--- src/rtl/eth_cmd_rx_pkg.sv ---
// Shared constants and state encoding for the Ethernet host-command receiver.
// Header bytes and timeout here are defaults; the top module can override them.
package eth_cmd_rx_pkg;

  localparam logic [7:0] HEAD0_DEF   = 8'h55;
  localparam logic [7:0] HEAD1_DEF   = 8'hAA;
  localparam int         TIMEOUT_DEF = 1000;

  localparam int BTYPE_W = 4;
  localparam int CMD_W   = 16;
  localparam int ERR_W   = 8;

  typedef enum logic [2:0] {
    S_IDLE,
    S_HD1,
    S_BTYP,
    S_CMDH,
    S_CMDL,
    S_CSUM,
    S_SEND,
    S_DONE
  } state_e;

endpackage

--- src/rtl/eth_cmd_rx_if.sv ---
// MAC byte stream in, console fs/fd read handshake out, bundled as one port.
// master = MAC/console side, slave = the receiver.
interface eth_cmd_rx_if;
  import eth_cmd_rx_pkg::*;

  logic [7:0]         rx_data;
  logic               rx_valid;
  logic               fs_eth_read;
  logic               fd_eth_read;
  logic [BTYPE_W-1:0] read_eth_btype;
  logic [CMD_W-1:0]   com_cmd;
  logic [ERR_W-1:0]   err_cnt;

  modport master (
    output rx_data, rx_valid, fd_eth_read,
    input  fs_eth_read, read_eth_btype, com_cmd, err_cnt
  );

  modport slave (
    input  rx_data, rx_valid, fd_eth_read,
    output fs_eth_read, read_eth_btype, com_cmd, err_cnt
  );

endinterface

--- src/rtl/eth_cmd_rx.sv ---
// Hunts for HEAD0/HEAD1, gathers btype + 16-bit command, verifies the XOR checksum
// and offers good frames to the console through the fs/fd handshake.
module eth_cmd_rx
  import eth_cmd_rx_pkg::*;
#(
  parameter logic [7:0] HEAD0   = HEAD0_DEF,
  parameter logic [7:0] HEAD1   = HEAD1_DEF,
  parameter int         TIMEOUT = TIMEOUT_DEF
) (
  input  logic             clk,
  input  logic             rst,
  eth_cmd_rx_if.slave      bus
);

  localparam int TW = $clog2(TIMEOUT + 1);

  state_e             state_q;
  logic [TW-1:0]      timer_q, timer_d;
  logic [ERR_W-1:0]   err_cnt_q, err_cnt_d;
  logic [7:0]         acc_q;
  logic [BTYPE_W-1:0] btype_sh_q, btype_q;
  logic [CMD_W-1:0]   cmd_sh_q, cmd_q;
  logic               fs_q;
  logic               in_frame, timeout_hit, err_inc;

  // All drop sources funnel into one increment so coincident events count once.
  always_comb begin
    // NOTE: every signal assigned here gets a default first, so no path infers a latch.
    in_frame    = state_q inside {S_HD1, S_BTYP, S_CMDH, S_CMDL, S_CSUM};
    timeout_hit = in_frame && !bus.rx_valid && (timer_q == TW'(TIMEOUT - 1));

    timer_d = '0;
    if (in_frame && !bus.rx_valid && !timeout_hit) timer_d = timer_q + 1'b1;

    err_inc = timeout_hit;
    if (bus.rx_valid) begin
      case (state_q)
        S_BTYP:         if (bus.rx_data[7:4] != 4'h0) err_inc = 1'b1;
        S_CSUM:         if (bus.rx_data != acc_q)     err_inc = 1'b1;
        S_SEND, S_DONE: err_inc = 1'b1;
        default:        ;
      endcase
    end

    err_cnt_d = err_cnt_q;
    if (err_inc && (err_cnt_q != '1)) err_cnt_d = err_cnt_q + 1'b1;
  end

  always_ff @(posedge clk) begin
    // NOTE: sequential state uses non-blocking assignments so every register sees pre-edge values.
    if (rst) begin
      state_q    <= S_IDLE;
      timer_q    <= '0;
      err_cnt_q  <= '0;
      acc_q      <= '0;
      btype_sh_q <= '0;
      cmd_sh_q   <= '0;
      btype_q    <= '0;
      cmd_q      <= '0;
      fs_q       <= 1'b0;
    end else begin
      timer_q   <= timer_d;
      err_cnt_q <= err_cnt_d;

      if (timeout_hit) begin
        state_q <= S_IDLE;
      end else begin
        case (state_q)
          S_IDLE: if (bus.rx_valid && bus.rx_data == HEAD0) state_q <= S_HD1;

          S_HD1: if (bus.rx_valid) begin
            if (bus.rx_data == HEAD1)      state_q <= S_BTYP;
            else if (bus.rx_data == HEAD0) state_q <= S_HD1;
            else                           state_q <= S_IDLE;
          end

          S_BTYP: if (bus.rx_valid) begin
            acc_q      <= bus.rx_data;
            btype_sh_q <= bus.rx_data[BTYPE_W-1:0];
            state_q    <= (bus.rx_data[7:4] != 4'h0) ? S_IDLE : S_CMDH;
          end

          S_CMDH: if (bus.rx_valid) begin
            cmd_sh_q[15:8] <= bus.rx_data;
            acc_q          <= acc_q ^ bus.rx_data;
            state_q        <= S_CMDL;
          end

          S_CMDL: if (bus.rx_valid) begin
            cmd_sh_q[7:0] <= bus.rx_data;
            acc_q         <= acc_q ^ bus.rx_data;
            state_q       <= S_CSUM;
          end

          // Visible outputs move only here, so they hold across bad frames and handshakes.
          S_CSUM: if (bus.rx_valid) begin
            if (bus.rx_data == acc_q) begin
              btype_q <= btype_sh_q;
              cmd_q   <= cmd_sh_q;
              fs_q    <= 1'b1;
              state_q <= S_SEND;
            end else begin
              state_q <= S_IDLE;
            end
          end

          S_SEND: if (bus.fd_eth_read) begin
            fs_q    <= 1'b0;
            state_q <= S_DONE;
          end

          S_DONE: if (!bus.fd_eth_read) state_q <= S_IDLE;

          default: state_q <= S_IDLE;
        endcase
      end
    end
  end

  assign bus.fs_eth_read    = fs_q;
  assign bus.read_eth_btype = btype_q;
  assign bus.com_cmd        = cmd_q;
  assign bus.err_cnt        = err_cnt_q;

endmodule
--- src/flat_wrapper.sv ---
// flat-port wrapper written by rule: the top's interface ports become plain ports
module eth_cmd_rx_flat import eth_cmd_rx_pkg::*;
#(
  parameter logic [7:0] HEAD0   = HEAD0_DEF,
  parameter logic [7:0] HEAD1   = HEAD1_DEF,
  parameter int         TIMEOUT = TIMEOUT_DEF
)
  (clk, rst, bus_rx_data, bus_rx_valid, bus_fd_eth_read, bus_fs_eth_read, bus_read_eth_btype, bus_com_cmd, bus_err_cnt);
  eth_cmd_rx_if bus_i ();
  input  logic clk;
  input  logic rst;
  input wire logic [$bits(bus_i.rx_data)-1:0] bus_rx_data;
  input wire logic [$bits(bus_i.rx_valid)-1:0] bus_rx_valid;
  input wire logic [$bits(bus_i.fd_eth_read)-1:0] bus_fd_eth_read;
  output wire logic [$bits(bus_i.fs_eth_read)-1:0] bus_fs_eth_read;
  output wire logic [$bits(bus_i.read_eth_btype)-1:0] bus_read_eth_btype;
  output wire logic [$bits(bus_i.com_cmd)-1:0] bus_com_cmd;
  output wire logic [$bits(bus_i.err_cnt)-1:0] bus_err_cnt;
  assign bus_i.rx_data = bus_rx_data;
  assign bus_i.rx_valid = bus_rx_valid;
  assign bus_i.fd_eth_read = bus_fd_eth_read;
  assign bus_fs_eth_read = bus_i.fs_eth_read;
  assign bus_read_eth_btype = bus_i.read_eth_btype;
  assign bus_com_cmd = bus_i.com_cmd;
  assign bus_err_cnt = bus_i.err_cnt;
  eth_cmd_rx #(.HEAD0(HEAD0), .HEAD1(HEAD1), .TIMEOUT(TIMEOUT)) u_core (.clk(clk), .rst(rst), .bus(bus_i));
endmodule
--- config.mk ---
export PLATFORM = sky130hd
export DESIGN_NAME = eth_cmd_rx_flat
export DESIGN_NICKNAME = d
export VERILOG_FILES = /design/src/rtl/eth_cmd_rx_pkg.sv /design/src/rtl/eth_cmd_rx_if.sv /design/src/rtl/eth_cmd_rx.sv /design/src/flat_wrapper.sv
export SDC_FILE = /design/constraint.sdc
export NUM_CORES = 1
export LEC_CHECK = 0
export ABC_AREA = 1
export CAP_MARGIN = 20
export CORE_MARGIN = 1.5
export CORE_UTILIZATION = 36
export CTS_CLUSTER_DIAMETER = 150
export DETAILED_ROUTE_END_ITERATION = 8
export PLACE_DENSITY = 0.62
export SLEW_MARGIN = 20
export SYNTH_ARGS = -nofsm -noshare
export SYNTH_HDL_FRONTEND = slang
export SYNTH_SLANG_ARGS = --single-unit
--- constraint.sdc ---
create_clock -name clk -period 1.9 [get_ports clk]
set_input_delay 0.19 -clock clk [delete_from_list [all_inputs] [get_ports clk]]
set_output_delay 0.19 -clock clk [all_outputs]
set_load 0.1 [all_outputs]
## After elaboration in Yosys (flattened, before gate mapping)

Index checks and enable logic that the tools add are counted.

- Register bits: 70
- Output and inout bits: 29

- Eq/ne operators: 23
- Reductions and logical operators: 23
- Bitwise operators: 3
- Add/sub/neg operators: 2
- Multiplexer cells: 24

Operator list:

| kind | count |
|---|---|
| $mux 3 | 10 |
| $pmux 3 s8 | 1 |
| $mux 8 | 2 |
| $ne 2x2->1 const B | 8 |
| $pmux 8 s2 | 1 |
| $eq 3x3->1 const B | 4 |
| $add 10x1->10 const B | 1 |
| $eq 10x10->1 const B | 1 |
| $reduce_and 3->1 | 3 |
| $add 8x1->8 const B | 1 |
| $eq 8x7->1 const B | 1 |
| $eq 8x8->1 | 1 |
| $eq 8x8->1 const B | 1 |
| $ne 8x8->1 | 1 |
| $ne 8x8->1 const B | 1 |
| $reduce_and 4->1 | 2 |
| $reduce_and 8->1 | 1 |
| $reduce_or 2->1 | 4 |
| $xor 8x8->8 | 1 |
| $mux 1 | 7 |
| $eq 3x2->1 const B | 2 |
| $logic_and 1x1->1 | 5 |
| $reduce_and 5->1 | 1 |
| $reduce_bool 5->1 | 1 |
| 10 further kinds | 14 |

## Depth between registers and ports, before layout

- Word-level depth: 8
- Mapped depth: 13
- Mapped depth without buffers: 13

## Least setup slack after synthesis

No wires, ideal clock.

- Path kind: reg2reg
- From: reg u_core.err_cnt_q[0] (netlist: u_core.bus.err_cnt[0])
- To: reg u_core.err_cnt_q[2] (netlist: u_core.bus.err_cnt[2])
- Arrival: 2.217 ns
- Clock period less this slack: 2.287 ns
- Stages on the path, launching flop included: 7
- Path slack: -0.387 ns
- Cells stage by stage: dfxtp_1 ha_1 nand4_1 nand3b_2 nand2_4 nand2_1 a21oi_1

- Word-level cells in the longest chain between the ends: 2

Ends and longest elaborated chain:

| element | RTL line | RTL |
|---|---|---|
| from (decl) | eth_cmd_rx.sv:19 | `logic [ERR_W-1:0] err_cnt_q, err_cnt_d;` |
| from (signal assigned) | eth_cmd_rx.sv:63 | `err_cnt_q <= err_cnt_d;` |
| parallel branches: the longest is 2 deep, another holds $add 8x1->8 | -- |  |

Parallel ways; which one is timed is not known.
A chain may end at the register's enable or synchronous reset.

## Worst setup path in the final report

- From: reg u_core.state_q[0]
- To: reg u_core.state_q[0]

- Word-level cells in the longest chain between the ends: 5

Ends and longest elaborated chain:

| element | RTL line | RTL |
|---|---|---|
| from (decl) | eth_cmd_rx.sv:17 | `state_e state_q;` |
| from (signal assigned) | eth_cmd_rx.sv:80 | `state_q <= (bus.rx_data[7:4] != 4'h0) ? S_IDLE : S_CMDH;` |
| $eq 3x1->1, or another cell as far along | eth_cmd_rx.sv:29, eth_cmd_rx.sv:68 |  |
| $reduce_bool 5->1 | eth_cmd_rx.sv:29 | `in_frame = state_q inside {S_HD1, S_BTYP, S_CMDH, S_CMDL, S_CSUM};` |
| $logic_and 1x1->1 (2 in series) | eth_cmd_rx.sv:30 | `timeout_hit = in_frame && !bus.rx_valid && (timer_q == TW'(TIMEOUT - 1));` |
| $reduce_or 2->1 (no line) | -- |  |

Parallel ways exist; a longest one is shown, timed or not.

==> metrics.sh <==
POWER_DENSITY_nW_PER_UM2=675
YOSYSWARNINGCOUNT=0
PLACE_AREA_UM2=3790
HOLD_PATH_CLASS='reg -> reg'
VIAS=2887
YS_SEQ_ELEMENTS=70
CLOCKROOTBUFFER='clkbuf_8'
SYNTH_AREA_UM2=3210
SYNTH_AREA_PER_CELL_UM2=7.44
CORE.ROWCOUNT=34
FP.DIEW_UM=97.4
SEQ_AREA_UM2=1410
RUN_STATUS='completed'
CRITICAL_PATH.TOP_DELAY_FAMILY='simple AND/OR/NAND/NOR gates'
DRTPASS1ITERATIONS=4
POST_DRT_WL_PER_CELL_UM=12.1
STATIC-LEAKAGE-POWER_nW=1.61
GRT_ANTENNA_BEFORE_REPAIR=0
FOOTPRINT_OF_THE_MULTI_INPUT_GATES_UM2=1440
WORST-R2R-SETUP-SLACK_NS=0.23
CTS_TREE='yes'
CORE_AREA_UM2=8680
RSZ0062_AT_GRT='false'
ROUTABILITYCONGESTION=0.912
FIN_NETS=504
ROUTED_VIA_DENSITY=4.80
DPL_WORST_SLACK_NS=-0.0643
FINALSETUPVIOLATIONS=0
HTREE_LEVELS=3
DIE_HEIGHT_UM=97.4
INITIAL_CORE_UTIL_PCT=37.0
PERIOD_SHARE_PCT=87.6
CP_NUM_BUF_INV=1
CLK-INSERTION-DELAY-LATE_NS=0.34
CRITICAL_PATH.STARTPOINT_TYPE='flip-flop'
MIN_FROM='u_core.timer_q[0]'
TOTAL_GLOBAL_ROUTING_TRACK_UTILIZATION_PCT=15.9
CTS.CLK_SLEW.WORST_PATHS_NS=0.07
TIMING.MAX_CAP.VIOLATIONS=0
KIND_OF_CAPTURE_POINT_OF_THE_WORST_SETUP_PATH='flip-flop'
CRITICAL_PATH.REG2REG.ENDPOINT='u_core.state_q[0]'
TIMING.RR.START='u_core.state_q[0]'
TIMING.FINAL.MAX_SLEW_VIOLATIONS=0
SETUP.WORST_PATH.CLASS='reg -> reg'
CTS-BUFFERS-INSERTED=9
WORST_PATH_LARGEST_CELL_DELAY_NS=0.48
FP.DIEAREA_UM2=9480
ORIGIN_OF_THE_WORST_SETUP_PATH='u_core.state_q[0]'
POST-DP-HPWL_UM=5380
COUNT_OF_FILL_CELLS_ADDED_DURING_FILLER_INSERTION=907
CTS.SINK_COUNT=70
TIMING.FINAL.CRIT_PERIOD_NS=1.67
TIMING.FINAL.WS_SETUP_NS=0.235
FINAL_DESIGN_AREA_NO_FILL_UM2=3960
GRT_PASS1_WL_UM=12400
HOLD_DEPTH=1
YS_SEQ_AREA_SHARE_PCT=43.7
CRIT_SLOWEST_CELL='dfxtp_1'
DPL.CELL_COUNT=587
HOLD_VIOL_FINAL=0
CRITICAL_PATH_PEAK_FANOUT=9
SLEW_HEADROOM_PCT=78.3
CRIT_PATH_CELL_TRACE='nor2_2 -> nand2_1 -> nand2_2 -> o31ai_1 -> nand2_1 -> nor2_2 -> inv_1 -> nor2_1 -> nor2_1'
WORSTHOLDENDPOINT='u_core.timer_q[0]'
TIGHTEST_SLEW_NS=0.323
FMAX_MHz=601
WORST-ENDPOINT-REQUIRED_NS=2.13
GRT_PASS1_VIAS=2719
ANTENNA-DIODE-COUNT=0
DRIVE_GT1_SHARE_PCT=19.0
YOSYS.CELL_TYPES.COUNT=35
POSTROUTEANTENNANETS=0
TIMING.CRITICAL_PATH.ARRIVAL_NS=1.90
DRT-TOTAL-WL_UM=7300
SYN-INSTANCE-COUNT=431
WORSTREGTOREGCELLS=9
INITIALDRTVIOLATIONCOUNT=113
NUMPORTBUFFERS=40
AREAGROWTHSYNTHTOFINISH_PCT=23.4
FINCLKSKEW_NS=0.00597
LAYOUT.CELLS.NON_FILLER=602
NUM_IO_PINS=41
PEAKVDDDROP_mV=0.290
CTS.PATH.MAX_BUFFERS=2
WORST_CASE_HOLD_SLACK_NS=0.446
POST-ROUTE-DRC-COUNT=0
GRT_OVERFLOW_TOTAL=0
MAPPEDNETLISTNETS=445
MAXIMUM_NUMBER_OF_PINS_ON_ONE_NET_BEFORE_GLOBAL_ROUTE_REPAIR=41
==> placed cells by master (no fill, tap or decap), types with 6 or more instances in the layout <==
master,count
dfxtp_2,7
o21ai_0,27
clkdlybuf4s50_1,11
nor2_1,50
a21oi_1,35
nand3_1,22
a211oi_1,28
nand4_1,6
clkbuf_8,9
a311oi_1,6
xor2_1,6
dfxtp_1,63
nor3_1,6
nand2_1,55
buf_4,53
inv_1,70
==> synthesized netlist by cell type <==
master | instances | area share (%)
a211oi_1 | 28 | 6.6
a21oi_1 | 35 | 5.5
a311oi_1 | 6 | 1.6
a31oi_1 | 1 | 0.20
buf_1 | 1 | 0.12
buf_2 | 6 | 0.94
buf_8 | 1 | 0.47
clkbuf_1 | 9 | 1.1
dfxtp_1 | 70 | 44
ha_1 | 2 | 0.78
inv_1 | 70 | 8.2
inv_2 | 5 | 0.59
nand2_1 | 55 | 6.4
nand2_2 | 2 | 0.39
nand2_4 | 1 | 0.35
nand2_8 | 1 | 0.62
nand3_1 | 22 | 3.4
nand3_2 | 1 | 0.31
nand3b_2 | 1 | 0.35
nand4_1 | 6 | 1.2
nor2_1 | 50 | 5.9
nor2_2 | 4 | 0.78
nor3_1 | 6 | 0.94
nor3_4 | 1 | 0.51
nor3b_1 | 3 | 0.70
o2111ai_1 | 1 | 0.27
o21ai_0 | 27 | 4.2
o21ai_1 | 1 | 0.16
o21bai_1 | 1 | 0.23
o22ai_1 | 1 | 0.20
o31ai_1 | 2 | 0.47
or2_2 | 1 | 0.20
or2_4 | 1 | 0.27
xnor2_1 | 3 | 0.82
xor2_1 | 6 | 1.6
==> worst max-delay path by stage <==
stage	end	slack, ns	cells past startpoint
finish	u_core.state_q[0]	0.23	9
global route	u_core.state_q[2]	0.006	8
CTS	u_core.state_q[0]	0.18	9
detailed placement	u_core.state_q[0]	-0.06	10
global placement	u_core.state_q[0]	-0.05	10
floorplan	u_core.bus.err_cnt[6]	0.002	6
==> timing repair <==
| action | CTS | global route |
|---|---|---|
| setup endpoints to repair | 0 | 3 |
| hold buffers | 0 | 0 |
| setup buffers | 0 | 0 |
| hold endpoints to repair | 0 | 0 |
| resized for setup | 0 | 1 |
==> where the power goes <==
part	leakage (nW)	switching (mW)	internal [mW]
registers	0.567	0.00572	1.47
logic	0.960	0.0948	0.0661
clock network	0.0813	0.574	0.463
total	1.61	0.675	2.00
==> stage by stage <==
stage	setup TNS, ns	power [mW]	util (%)
detailed placement	-0.309	1.67	43.7
global route	0	2.79	45.6
CTS	0	2.71	45.6
floorplan	0	1.59	-
global placement	-0.105	1.67	43.7
finish	0	2.67	45.6
==> layout make-up <==
| cell class | instances | area share (%) |
|---|---|---|
| clock inverter | 6 | 0.980 |
| multi-input combinational | 269 | 36.4 |
| inverter | 75 | 7.11 |
| sequential | 70 | 35.6 |
| tap | 108 | 3.41 |
| timing repair buffer | 65 | 13.3 |
| clock buffer | 9 | 3.13 |
==> state kept, by name (all words and copies together), names as in the netlist, 3 cells and up <==
register	count
u_core.bus.read_eth_btype	4
u_core.timer_q	10
u_core.state_q	3
u_core.bus.err_cnt	8
u_core.btype_sh_q	4
u_core.bus.com_cmd	16
u_core.acc_q	8
u_core.cmd_sh_q	16
==> cells by family after synthesis <==
kind of cell / after synthesis / synth area share (%)
flip-flops: 70 / 43.7
AO/OA/AOI/OAI: 103 / 19.4
XOR/XNOR: 9 / 2.46
buffers and inverters: 92 / 11.4
adder cells (fa/ha/maj): 2 / 0.780
AND/OR/NAND/NOR: 155 / 22.3
==> per-layer routing <==
metal  part of all wire [%]  GRT usage, %  vias up
met2                     45          25.8       63
li1                       -             -     1534
met3                    4.6          4.32        9
met1                     48          20.4     1281
met4                    1.6          5.38        0
met5                      0             0        -
Power figures use the tool's default switching activity.
